### config.mk
export PLATFORM = sky130hd
export DESIGN_NAME = alu_issue
export DESIGN_NICKNAME = d
export VERILOG_FILES = /design/src/rtl/alu_pkg.sv /design/src/rtl/alu_dec.sv /design/src/rtl/alu_issue.sv
export SDC_FILE = /design/constraint.sdc
export NUM_CORES = 1
export LEC_CHECK = 0
export BUFFER_PORTS_ARGS = -buffer_cell sky130_fd_sc_hd__buf_2
export CORE_ASPECT_RATIO = 0.8
export CORE_MARGIN = 10
export CORE_UTILIZATION = 35
export DETAILED_ROUTE_END_ITERATION = 8
export PLACE_DENSITY = 0.66
export SETUP_SLACK_MARGIN = 0.2
export SLEW_MARGIN = 20
export SYNTH_ARGS = -nofsm -noshare
export SYNTH_HDL_FRONTEND = slang
export SYNTH_SLANG_ARGS = --single-unit
### constraint.sdc
create_clock -name clk -period 2.5 [get_ports clk]
set_input_delay 0.125 -clock clk [delete_from_list [all_inputs] [get_ports clk]]
set_output_delay 0.125 -clock clk [all_outputs]
set_load 0.02 [all_outputs]
### src/rtl/alu_pkg.sv
// Shared definitions for the alu_issue decode/issue stage: one-hot ALU control
// indices, MIPS opcode/funct encodings and the issue-bundle payload.
package alu_pkg;

    localparam int unsigned XLEN     = 32;
    localparam int unsigned REG_W    = 5;
    localparam int unsigned CTRL_W   = 12;
    localparam int unsigned BUNDLE_W = CTRL_W + 2 * XLEN + REG_W + 2;

    localparam int unsigned ALU_ADD  = 11;
    localparam int unsigned ALU_SUB  = 10;
    localparam int unsigned ALU_SLT  = 9;
    localparam int unsigned ALU_SLTU = 8;
    localparam int unsigned ALU_AND  = 7;
    localparam int unsigned ALU_NOR  = 6;
    localparam int unsigned ALU_OR   = 5;
    localparam int unsigned ALU_XOR  = 4;
    localparam int unsigned ALU_SLL  = 3;
    localparam int unsigned ALU_SRL  = 2;
    localparam int unsigned ALU_SRA  = 1;
    localparam int unsigned ALU_LUI  = 0;

    localparam logic [5:0] OP_SPECIAL = 6'h00;
    localparam logic [5:0] OP_ADDIU   = 6'h09;
    localparam logic [5:0] OP_SLTI    = 6'h0A;
    localparam logic [5:0] OP_SLTIU   = 6'h0B;
    localparam logic [5:0] OP_ANDI    = 6'h0C;
    localparam logic [5:0] OP_ORI     = 6'h0D;
    localparam logic [5:0] OP_XORI    = 6'h0E;
    localparam logic [5:0] OP_LUI     = 6'h0F;

    localparam logic [5:0] FN_SLL  = 6'h00;
    localparam logic [5:0] FN_SRL  = 6'h02;
    localparam logic [5:0] FN_SRA  = 6'h03;
    localparam logic [5:0] FN_SLLV = 6'h04;
    localparam logic [5:0] FN_SRLV = 6'h06;
    localparam logic [5:0] FN_SRAV = 6'h07;
    localparam logic [5:0] FN_ADDU = 6'h21;
    localparam logic [5:0] FN_SUBU = 6'h23;
    localparam logic [5:0] FN_AND  = 6'h24;
    localparam logic [5:0] FN_OR   = 6'h25;
    localparam logic [5:0] FN_XOR  = 6'h26;
    localparam logic [5:0] FN_NOR  = 6'h27;
    localparam logic [5:0] FN_SLT  = 6'h2A;
    localparam logic [5:0] FN_SLTU = 6'h2B;

    typedef struct packed {
        logic [CTRL_W-1:0] alu_control;
        logic [XLEN-1:0]   src1;
        logic [XLEN-1:0]   src2;
        logic [REG_W-1:0]  dest;
        logic              wen;
        logic              illegal;
    } issue_t;

    function automatic logic [CTRL_W-1:0] onehot(input int unsigned idx);
        onehot = CTRL_W'(1) << idx;
    endfunction

endpackage

### src/rtl/alu_dec.sv
// Combinational MIPS decode into an ALU issue bundle (one-hot control, operands,
// destination, write enable, illegal flag).
module alu_dec
    import alu_pkg::*;
(
    input  logic [XLEN-1:0]     i_inst,
    input  logic [XLEN-1:0]     i_rs_value,
    input  logic [XLEN-1:0]     i_rt_value,
    output logic [BUNDLE_W-1:0] o_bundle_c
);

    logic [5:0]        w_op;
    logic [5:0]        w_funct;
    logic [REG_W-1:0]  w_rt;
    logic [REG_W-1:0]  w_rd;
    logic [REG_W-1:0]  w_sa;
    logic [15:0]       w_imm;
    logic [XLEN-1:0]   w_simm;
    logic [XLEN-1:0]   w_zimm;
    logic [CTRL_W-1:0] w_ctrl;
    logic [XLEN-1:0]   w_src1;
    logic [XLEN-1:0]   w_src2;
    logic [REG_W-1:0]  w_dest;
    logic              w_legal;
    logic              w_unused_rs;
    issue_t            w_bundle;

    assign w_op    = i_inst[31:26];
    assign w_rt    = i_inst[20:16];
    assign w_rd    = i_inst[15:11];
    assign w_sa    = i_inst[10:6];
    assign w_funct = i_inst[5:0];
    assign w_imm   = i_inst[15:0];
    assign w_simm  = {{16{w_imm[15]}}, w_imm};
    assign w_zimm  = {16'b0, w_imm};

    // rs index is unneeded: the register value arrives already read.
    assign w_unused_rs = ^i_inst[25:21];

    always_comb begin
        w_ctrl  = '0;
        w_src1  = i_rs_value;
        w_src2  = i_rt_value;
        w_dest  = w_rd;
        w_legal = 1'b1;
        case (w_op)
            OP_SPECIAL: begin
                case (w_funct)
                    FN_ADDU: w_ctrl = onehot(ALU_ADD);
                    FN_SUBU: w_ctrl = onehot(ALU_SUB);
                    FN_SLT:  w_ctrl = onehot(ALU_SLT);
                    FN_SLTU: w_ctrl = onehot(ALU_SLTU);
                    FN_AND:  w_ctrl = onehot(ALU_AND);
                    FN_OR:   w_ctrl = onehot(ALU_OR);
                    FN_XOR:  w_ctrl = onehot(ALU_XOR);
                    FN_NOR:  w_ctrl = onehot(ALU_NOR);
                    FN_SLL, FN_SRL, FN_SRA: begin
                        w_src1 = i_rt_value;
                        w_src2 = XLEN'(w_sa);
                        w_ctrl = (w_funct == FN_SLL) ? onehot(ALU_SLL) :
                                 (w_funct == FN_SRL) ? onehot(ALU_SRL) : onehot(ALU_SRA);
                    end
                    FN_SLLV, FN_SRLV, FN_SRAV: begin
                        w_src1 = i_rt_value;
                        w_src2 = XLEN'(i_rs_value[4:0]);
                        w_ctrl = (w_funct == FN_SLLV) ? onehot(ALU_SLL) :
                                 (w_funct == FN_SRLV) ? onehot(ALU_SRL) : onehot(ALU_SRA);
                    end
                    default: w_legal = 1'b0;
                endcase
            end
            OP_ADDIU: begin w_ctrl = onehot(ALU_ADD);  w_src2 = w_simm; w_dest = w_rt; end
            OP_SLTI:  begin w_ctrl = onehot(ALU_SLT);  w_src2 = w_simm; w_dest = w_rt; end
            OP_SLTIU: begin w_ctrl = onehot(ALU_SLTU); w_src2 = w_simm; w_dest = w_rt; end
            OP_ANDI:  begin w_ctrl = onehot(ALU_AND);  w_src2 = w_zimm; w_dest = w_rt; end
            OP_ORI:   begin w_ctrl = onehot(ALU_OR);   w_src2 = w_zimm; w_dest = w_rt; end
            OP_XORI:  begin w_ctrl = onehot(ALU_XOR);  w_src2 = w_zimm; w_dest = w_rt; end
            OP_LUI:   begin w_ctrl = onehot(ALU_LUI);  w_src2 = w_zimm; w_dest = w_rt; end
            default:  w_legal = 1'b0;
        endcase
    end

    always_comb begin
        w_bundle.alu_control = w_legal ? w_ctrl : '0;
        w_bundle.src1        = w_src1;
        w_bundle.src2        = w_src2;
        w_bundle.dest        = w_dest;
        w_bundle.wen         = w_legal && (w_dest != '0);
        w_bundle.illegal     = ~w_legal;
    end

    assign o_bundle_c = w_bundle;

endmodule

### src/rtl/alu_issue.sv
// Decode-and-issue stage: decodes MIPS ALU instructions and presents the bundle
// through a registered valid/ready handshake backed by a main + skid entry.
module alu_issue
    import alu_pkg::*;
(
    input  logic              clk,
    input  logic              resetn,
    input  logic              flush,
    input  logic              in_valid,
    output logic              in_ready,
    input  logic [XLEN-1:0]   inst,
    input  logic [XLEN-1:0]   rs_value,
    input  logic [XLEN-1:0]   rt_value,
    output logic              out_valid,
    input  logic              out_ready,
    output logic [CTRL_W-1:0] alu_control,
    output logic [XLEN-1:0]   alu_src1,
    output logic [XLEN-1:0]   alu_src2,
    output logic [REG_W-1:0]  dest,
    output logic              wen,
    output logic              illegal
);

    issue_t w_dec;
    issue_t r_main;
    issue_t r_skid;
    logic   r_main_valid;
    logic   r_skid_valid;
    logic   r_in_ready;

    issue_t w_main_nxt;
    issue_t w_skid_nxt;
    logic   w_main_valid_nxt;
    logic   w_skid_valid_nxt;
    logic   w_accept;
    logic   w_pop;

    alu_dec u_dec (
        .i_inst     (inst),
        .i_rs_value (rs_value),
        .i_rt_value (rt_value),
        .o_bundle_c (w_dec)
    );

    assign w_accept = in_valid & r_in_ready;
    assign w_pop    = r_main_valid & out_ready;

    // Skid only fills while main is held, so main refills from skid first to keep order.
    always_comb begin
        w_main_nxt       = r_main;
        w_skid_nxt       = r_skid;
        w_main_valid_nxt = r_main_valid;
        w_skid_valid_nxt = r_skid_valid;
        if (flush) begin
            w_main_valid_nxt = 1'b0;
            w_skid_valid_nxt = 1'b0;
        end else if (w_pop || !r_main_valid) begin
            if (r_skid_valid) begin
                w_main_nxt       = r_skid;
                w_main_valid_nxt = 1'b1;
                w_skid_valid_nxt = 1'b0;
            end else begin
                w_main_valid_nxt = w_accept;
                if (w_accept) begin
                    w_main_nxt = w_dec;
                end
            end
        end else if (w_accept) begin
            w_skid_nxt       = w_dec;
            w_skid_valid_nxt = 1'b1;
        end
    end

    always_ff @(posedge clk or negedge resetn) begin
        if (!resetn) begin
            r_main       <= '0;
            r_skid       <= '0;
            r_main_valid <= 1'b0;
            r_skid_valid <= 1'b0;
            r_in_ready   <= 1'b1;
        end else begin
            r_main       <= w_main_nxt;
            r_skid       <= w_skid_nxt;
            r_main_valid <= w_main_valid_nxt;
            r_skid_valid <= w_skid_valid_nxt;
            r_in_ready   <= ~w_skid_valid_nxt;
        end
    end

    assign in_ready    = r_in_ready;
    assign out_valid   = r_main_valid;
    assign alu_control = r_main.alu_control;
    assign alu_src1    = r_main.src1;
    assign alu_src2    = r_main.src2;
    assign dest        = r_main.dest;
    assign wen         = r_main.wen;
    assign illegal     = r_main.illegal;

endmodule

# After elaboration in Yosys (flattened, before gate mapping)
# Cells that the tools add are included.
# classes
n_mux	22
reduce_logical	17
bitwise_logic	6
eq_ne	20
# op_table
op	n
2-to-1 mux 83 bit	2
one-hot mux 12 bit (10 select lines)	1
one-hot mux 12 bit (8 select lines)	1
one-hot mux 32 bit (3 select lines)	1
2-to-1 mux 32 bit	2
one-hot mux 32 bit (2 select lines)	1
== test 6 bit (second input constant)	8
== test 6 x 4 -> 1 bit (second input constant)	7
2-to-1 mux 12 bit	3
== test 6 x 3 -> 1 bit (second input constant)	3
OR reduction 14 bit	1
== test 6 x 2 -> 1 bit (second input constant)	2
logical NOT 6 bit	2
OR reduction 3 bit	3
2-to-1 mux 1 bit	7
OR reduction 7 bit	1
2-to-1 mux 3 bit	2
AND reduction 3 bit	2
OR reduction 6 bit	1
2-to-1 mux 5 bit	1
nonzero test 5 bit	1
NOT 1 bit	4
nonzero test 2 bit	2
OR reduction 4 bit	1
5 further kinds	6
# word_totals
regBits	169
in_bits	101

# Longest topological paths before layout
# logic_depth
word_depth	8
ltp_mapped	8

# By module
# From an unflattened synthesis, not the netlist that was laid out.
# unflattened
hier_cells	700
area_unflattened_um2	8851.0
# modules_own_cells
mod	instances	cells_each	area_per_inst_um2
alu_issue	1	455	7633.6
alu_dec	1	245	1217.4

# Worst setup path before layout
# No wires, ideal clock.
# synth_timing
path_kind	register -> register
start	reg r_in_ready (netlist: in_ready)
end	reg r_main, in the netlist alu_src2[31]
setup_slack_ps	536
path_stages_with_launch	7
n_path_buf	1
t_arrival_ps	1821
synth_period_minus_slack_ps	1964
cell_sequence	dfstp_2 > a21oi_1 > nor3_1 > nand2_1 > nor2_1 > clkbuf_1 > a22oi_1
# synth_between
elab_chain_cells	3
# synth_lines
item	line	rtl
from (decl)	alu_issue.sv:29	logic r_in_ready;
from (signal assigned)	alu_issue.sv:86	r_in_ready <= ~w_skid_valid_nxt;
AND 1 bit	alu_issue.sv:45	assign w_accept = in_valid & r_in_ready;
nonzero test 2 bit (no line)	-	
AND reduction 3 bit (no line)	-	
to (signal assigned)	alu_issue.sv:82	r_main <= w_main_nxt;
to (decl)	alu_issue.sv:25	issue_t r_main;
# No other way between the ends.
# A chain may end at the register's enable or synchronous reset.

# Final worst setup path
# layout_timing
start	in inst[0]
end	reg r_main, in the netlist alu_control[2]
# layout_between
elab_chain_cells	8
elab_cells_between_ends	28
# layout_lines
item	line	rtl
from (decl)	alu_issue.sv:11	input logic [XLEN-1:0] inst,
== test 6 x 3 -> 1 bit or == test 6 x 2 -> 1 bit (tied branches)	alu_dec.sv:48, alu_dec.sv:67, alu_dec.sv:61	
2-to-1 mux 3 bit (on tied branches)	alu_dec.sv:67, alu_dec.sv:61	
2-to-1 mux 12 bit (on tied branches)	alu_dec.sv:66, alu_dec.sv:60	
one-hot mux 12 bit (10 select lines)	alu_dec.sv:48	case (w_funct)
one-hot mux 12 bit (8 select lines)	alu_dec.sv:46	case (w_op)
2-to-1 mux 12 bit (*)	alu_dec.sv:84	w_bundle.alu_control = w_legal ? w_ctrl : '0;
2-to-1 mux 83 bit (*)	alu_issue.sv:64	if (w_accept) begin
2-to-1 mux 83 bit (*)	alu_issue.sv:58	if (r_skid_valid) begin
# Every way passes the cells marked *; elsewhere a longest branch is shown, timed or not. The select of a mux whose other input is x is not followed.

==> run summary <==
• 468 MHz — fmax
• 24.9% — layout cell share with drive strength beyond 1
• 430 ps — Worst-Skew Late Latency
• 5380 uW — internal power summed over all cells
• 19.6% — combinational power share
• 0 — yosys synthesis warning count
• 2 — deepest clock path buffer count
• 21.5% — complex-gate fraction of the synthesized area
• 0.00471 uW — static leakage
• 11,300 um — Detail Route met2 WL
• 152 um — Chip Height
• 133 — largest net degree at the start of global routing
• 1,270 — final instance count without filler cells
• 0 — post-route antenna net violation count
• 0 — Post-synth EDFFs
• 6,821 — number of vias after detailed routing
• 18.0% — global router's overall resource usage
• dfrtp_1 — largest area contributor in the netlist
• 31.1% — switch share
• 0 — total count of max-transition violations in the final report
• 45.0% — end-of-flow core utilization
• in2reg — type of the most critical hold path
• 180 — count of port buffers added during placement
• 169 — # clock sinks
• 2850 ps — required time of the critical path
• 100% — proportion of synthesized flip-flops having asynchronous set or reset
• 0% — post-synthesis share of cell area spent on xor and xnor gates
• 17.1 ps — worst hold slack
• 0 — total gr overflow
• 7630 sq um — Post-Synthesis Cell Area
• 4 — number of H-tree levels
• 805 — synthesized instance count
• 2420 uW — net switching power
• 3160 sq um — multi-input combinational cell area
• 7800 uW — overall power after layout
• 44.9% — relative contribution of sequential cells to total power
• 11,400 um — Routed met1 length
• false — setup repair after global routing missed its margin
• 0 — # setup viols final
• dfrtp_1 (55%), nand2_1 (6.1%), mux2i_1 (5.5%), a21oi_1 (5.4%), o21ai_0 (5.1%) — largest cells by area after synthesis
• 28,100 sq um — Die Area
• input pin — CP startpoint kind
• 0 — endpoints failing hold
• 19.8 um — average wire per standard cell
• in2reg — worst setup path class
• 17 — total clock buffers created by CTS
• 829 ps — slew at the pin with the worst max-slew slack
• 55.5% — sequential cell area fraction in the yosys report
• 5 — number of iterations in the first detailed-routing pass
• 25,200 um — overall routed net length
• 5.37 — detail-routed via count per cell
• 16,600 um — final HPWL from detailed placement
• 0 — max_cap viols
• 0 — residual DRC count
• clkbuf_16 — clock tree root driver cell
• 906 — number of nets in the synthesized netlist
• 642 — number of DRC markers after the initial detailed-route iteration
• dfrtp_1 — Most used DFF post-synth
• 5.81% — mux cell area share after synthesis
• 0.381 mV — peak ir drop on the vdd network
• 1,214 — placed cells
• 26.9% — post-synthesis to final-layout area growth
• 35.5% — starting density of the core
• met5 — Top Metal Used
• 70 ps — clock transition at the register clock pins on the worst setup and hold paths after CTS
• 4230 sq um — sequential cell area
• 806 nW/um^2 — power density normalized to cell area
• 0.823 — Final GP Congestion
• 35 — highest net fanout along the worst path
• 48 — cell row count
• 2 — antenna violations before repair
• 2140 ps — Final Critical Period
• 0% — Post-Synth Adder-Cell Area
• 0 ps — setup_tns
• 6,851 — number of global-route vias before repair
• 1,082 — Total Nets Final
• 186 — count of boundary I/O pins
• 44.7% — Relative slew margins
• 55.1% — area share of the largest cell type after synthesis
• 6.13 ps — final worst clock skew
• built — TritonCTS clock tree
• 35.4% — Clock power frac
• flip-flop — CP endpoint kind
• 185 um — floorplan die width
• 50 — post-synthesis cell type count
• 21,500 sq um — core region area
• 169 — number of register bits inferred by synthesis
• 9.47 sq um — average size of a mapped cell
• 2,073 — layout filler cell count
• 85.5% — final critical-path share of the clock period
• 2490 ps — data arrival time at the worst-slack endpoint
• 13.5% — simple-gate share of the synthesized area
• 2250 um — length of routed met3 wiring
• completed — outcome
• 40,000 um — first-pass GRT wire length
• compound AO/OA/AOI/OAI gates — combinational family with the most area after synthesis
## critical path, stage by stage
cell and delay (ps):
dlygate4sd3_1 540, buf_2 160, nor2b_1 200, nor3_1 560
nand2_2 100, buf_6 270, or3_1 390, a21oi_1 130
## power groups by stage
| stage | clock (uW) | combinational (uW) | sequential, uW |
|---|---|---|---|
| final | 2770 | 1530 | 3510 |
| after floorplan | 0 | 627 | 3780 |
| after global routing | 2950 | 1710 | 3570 |
| after CTS | 2830 | 1550 | 3500 |
| after global placement | 0 | 1490 | 3530 |
| after detailed placement | 0 | 1520 | 3550 |
## kinds of logic (layout without fill, tap and decap cells)
logic type / after synthesis / after routing
mux: 44 / 44
other cells: 0 / 1
buf+inv: 69 / 258
simple gates: 246 / 246
flops: 169 / 169
compound gates: 277 / 277
## registers in the layout, indices dropped and copies added (netlist names)
signal,count
alu_control,12
alu_src1,32
alu_src2,32
dest,5
illegal,1
in_ready,1
out_valid,1
r_skid,83
r_skid_valid,1
wen,1
## per-layer routing
layer  vias to the layer above  track usage [%]
met3                        26             6.24
met2                       277             26.3
met1                      3303             24.8
met5                         -                0
met4                         2             4.29
li1                       3213                -
## synth_stat cells (2+ instances only)
library cell / count
nand2b_1: 2
a31oi_1: 4
buf_1: 3
buf_2: 10
nor3_1: 11
inv_1: 6
a21oi_2: 3
nor2_1: 80
clkbuf_1: 48
nor2_4: 2
mux2i_1: 42
and3_1: 2
a221oi_1: 2
or3_1: 6
dfrtp_1: 168
o41ai_1: 3
a32o_1: 2
nand2_1: 124
o211ai_1: 4
o21a_1: 4
o22ai_1: 49
a22o_1: 4
o21ai_0: 78
nand3_1: 6
o31ai_1: 3
mux2_2: 2
nor2b_1: 3
o21ai_1: 3
a21oi_1: 82
nor4_1: 2
a22oi_1: 27
o31a_1: 2
## cells in the final DEF (no fill, tap or decap), drive strengths merged, types with 3 or more instances in the layout
master and n:
bufinv 3, clkbuf 18, dlygate4sd3 23, nand2 125, or3 7, buf 197
o41ai 3, o22ai 49, nor3 11, o21ai 81, nor2 82, o211ai 4
inv 10, a31oi 4, a21oi 85, a22oi 27, a22o 4, nor2b 3
o21a 4, mux2i 42, clkinv 4, clkinvlp 3, dfrtp 168, nand3 6
o31ai 4
## area by class of cell
type,count,area share [%]
sequential,169,43.7
multi-input combinational,567,32.6
timing repair buffer,220,13.6
clock buffer,18,4.43
tap,275,3.56
clock inverter,14,1.77
inverter,6,0.233
antenna,1,0.0259
## stage by stage
| stage | setup slack, ps | area, sq um |
|---|---|---|
| after CTS | 296 | 9670 |
| after global routing | 257 | 9680 |
| final | 362 | 9680 |
| after global placement | 405 | 8830 |
| after detailed placement | 390 | 8830 |
| after floorplan | 536 | 7630 |
## worst paths after layout
kind                                   to  depth (start not counted)  slack, ps    startpoint
hold / removal                 r_skid[52]                          3         20  rs_value[13]
setup / recovery           alu_control[2]                          8        360       inst[0]
max in group asynchronous         dest[3]                          3       1450        resetn
setup reg to reg             alu_src1[29]                          6        470      in_ready
hold reg to reg                   dest[4]                          1        480       dest[4]
min in group asynchronous  alu_control[2]                          2        280        resetn
## repair_timing
item / 4_1_cts / 5_1_grt
buffers inserted: 0 / 0
hold endpoints to repair: 97 / 0
resized for setup: 0 / 2
hold buffers: 23 / 0
setup endpoints to repair: 0 / 43
No activity file was read; power rests on OpenSTA's default activity.
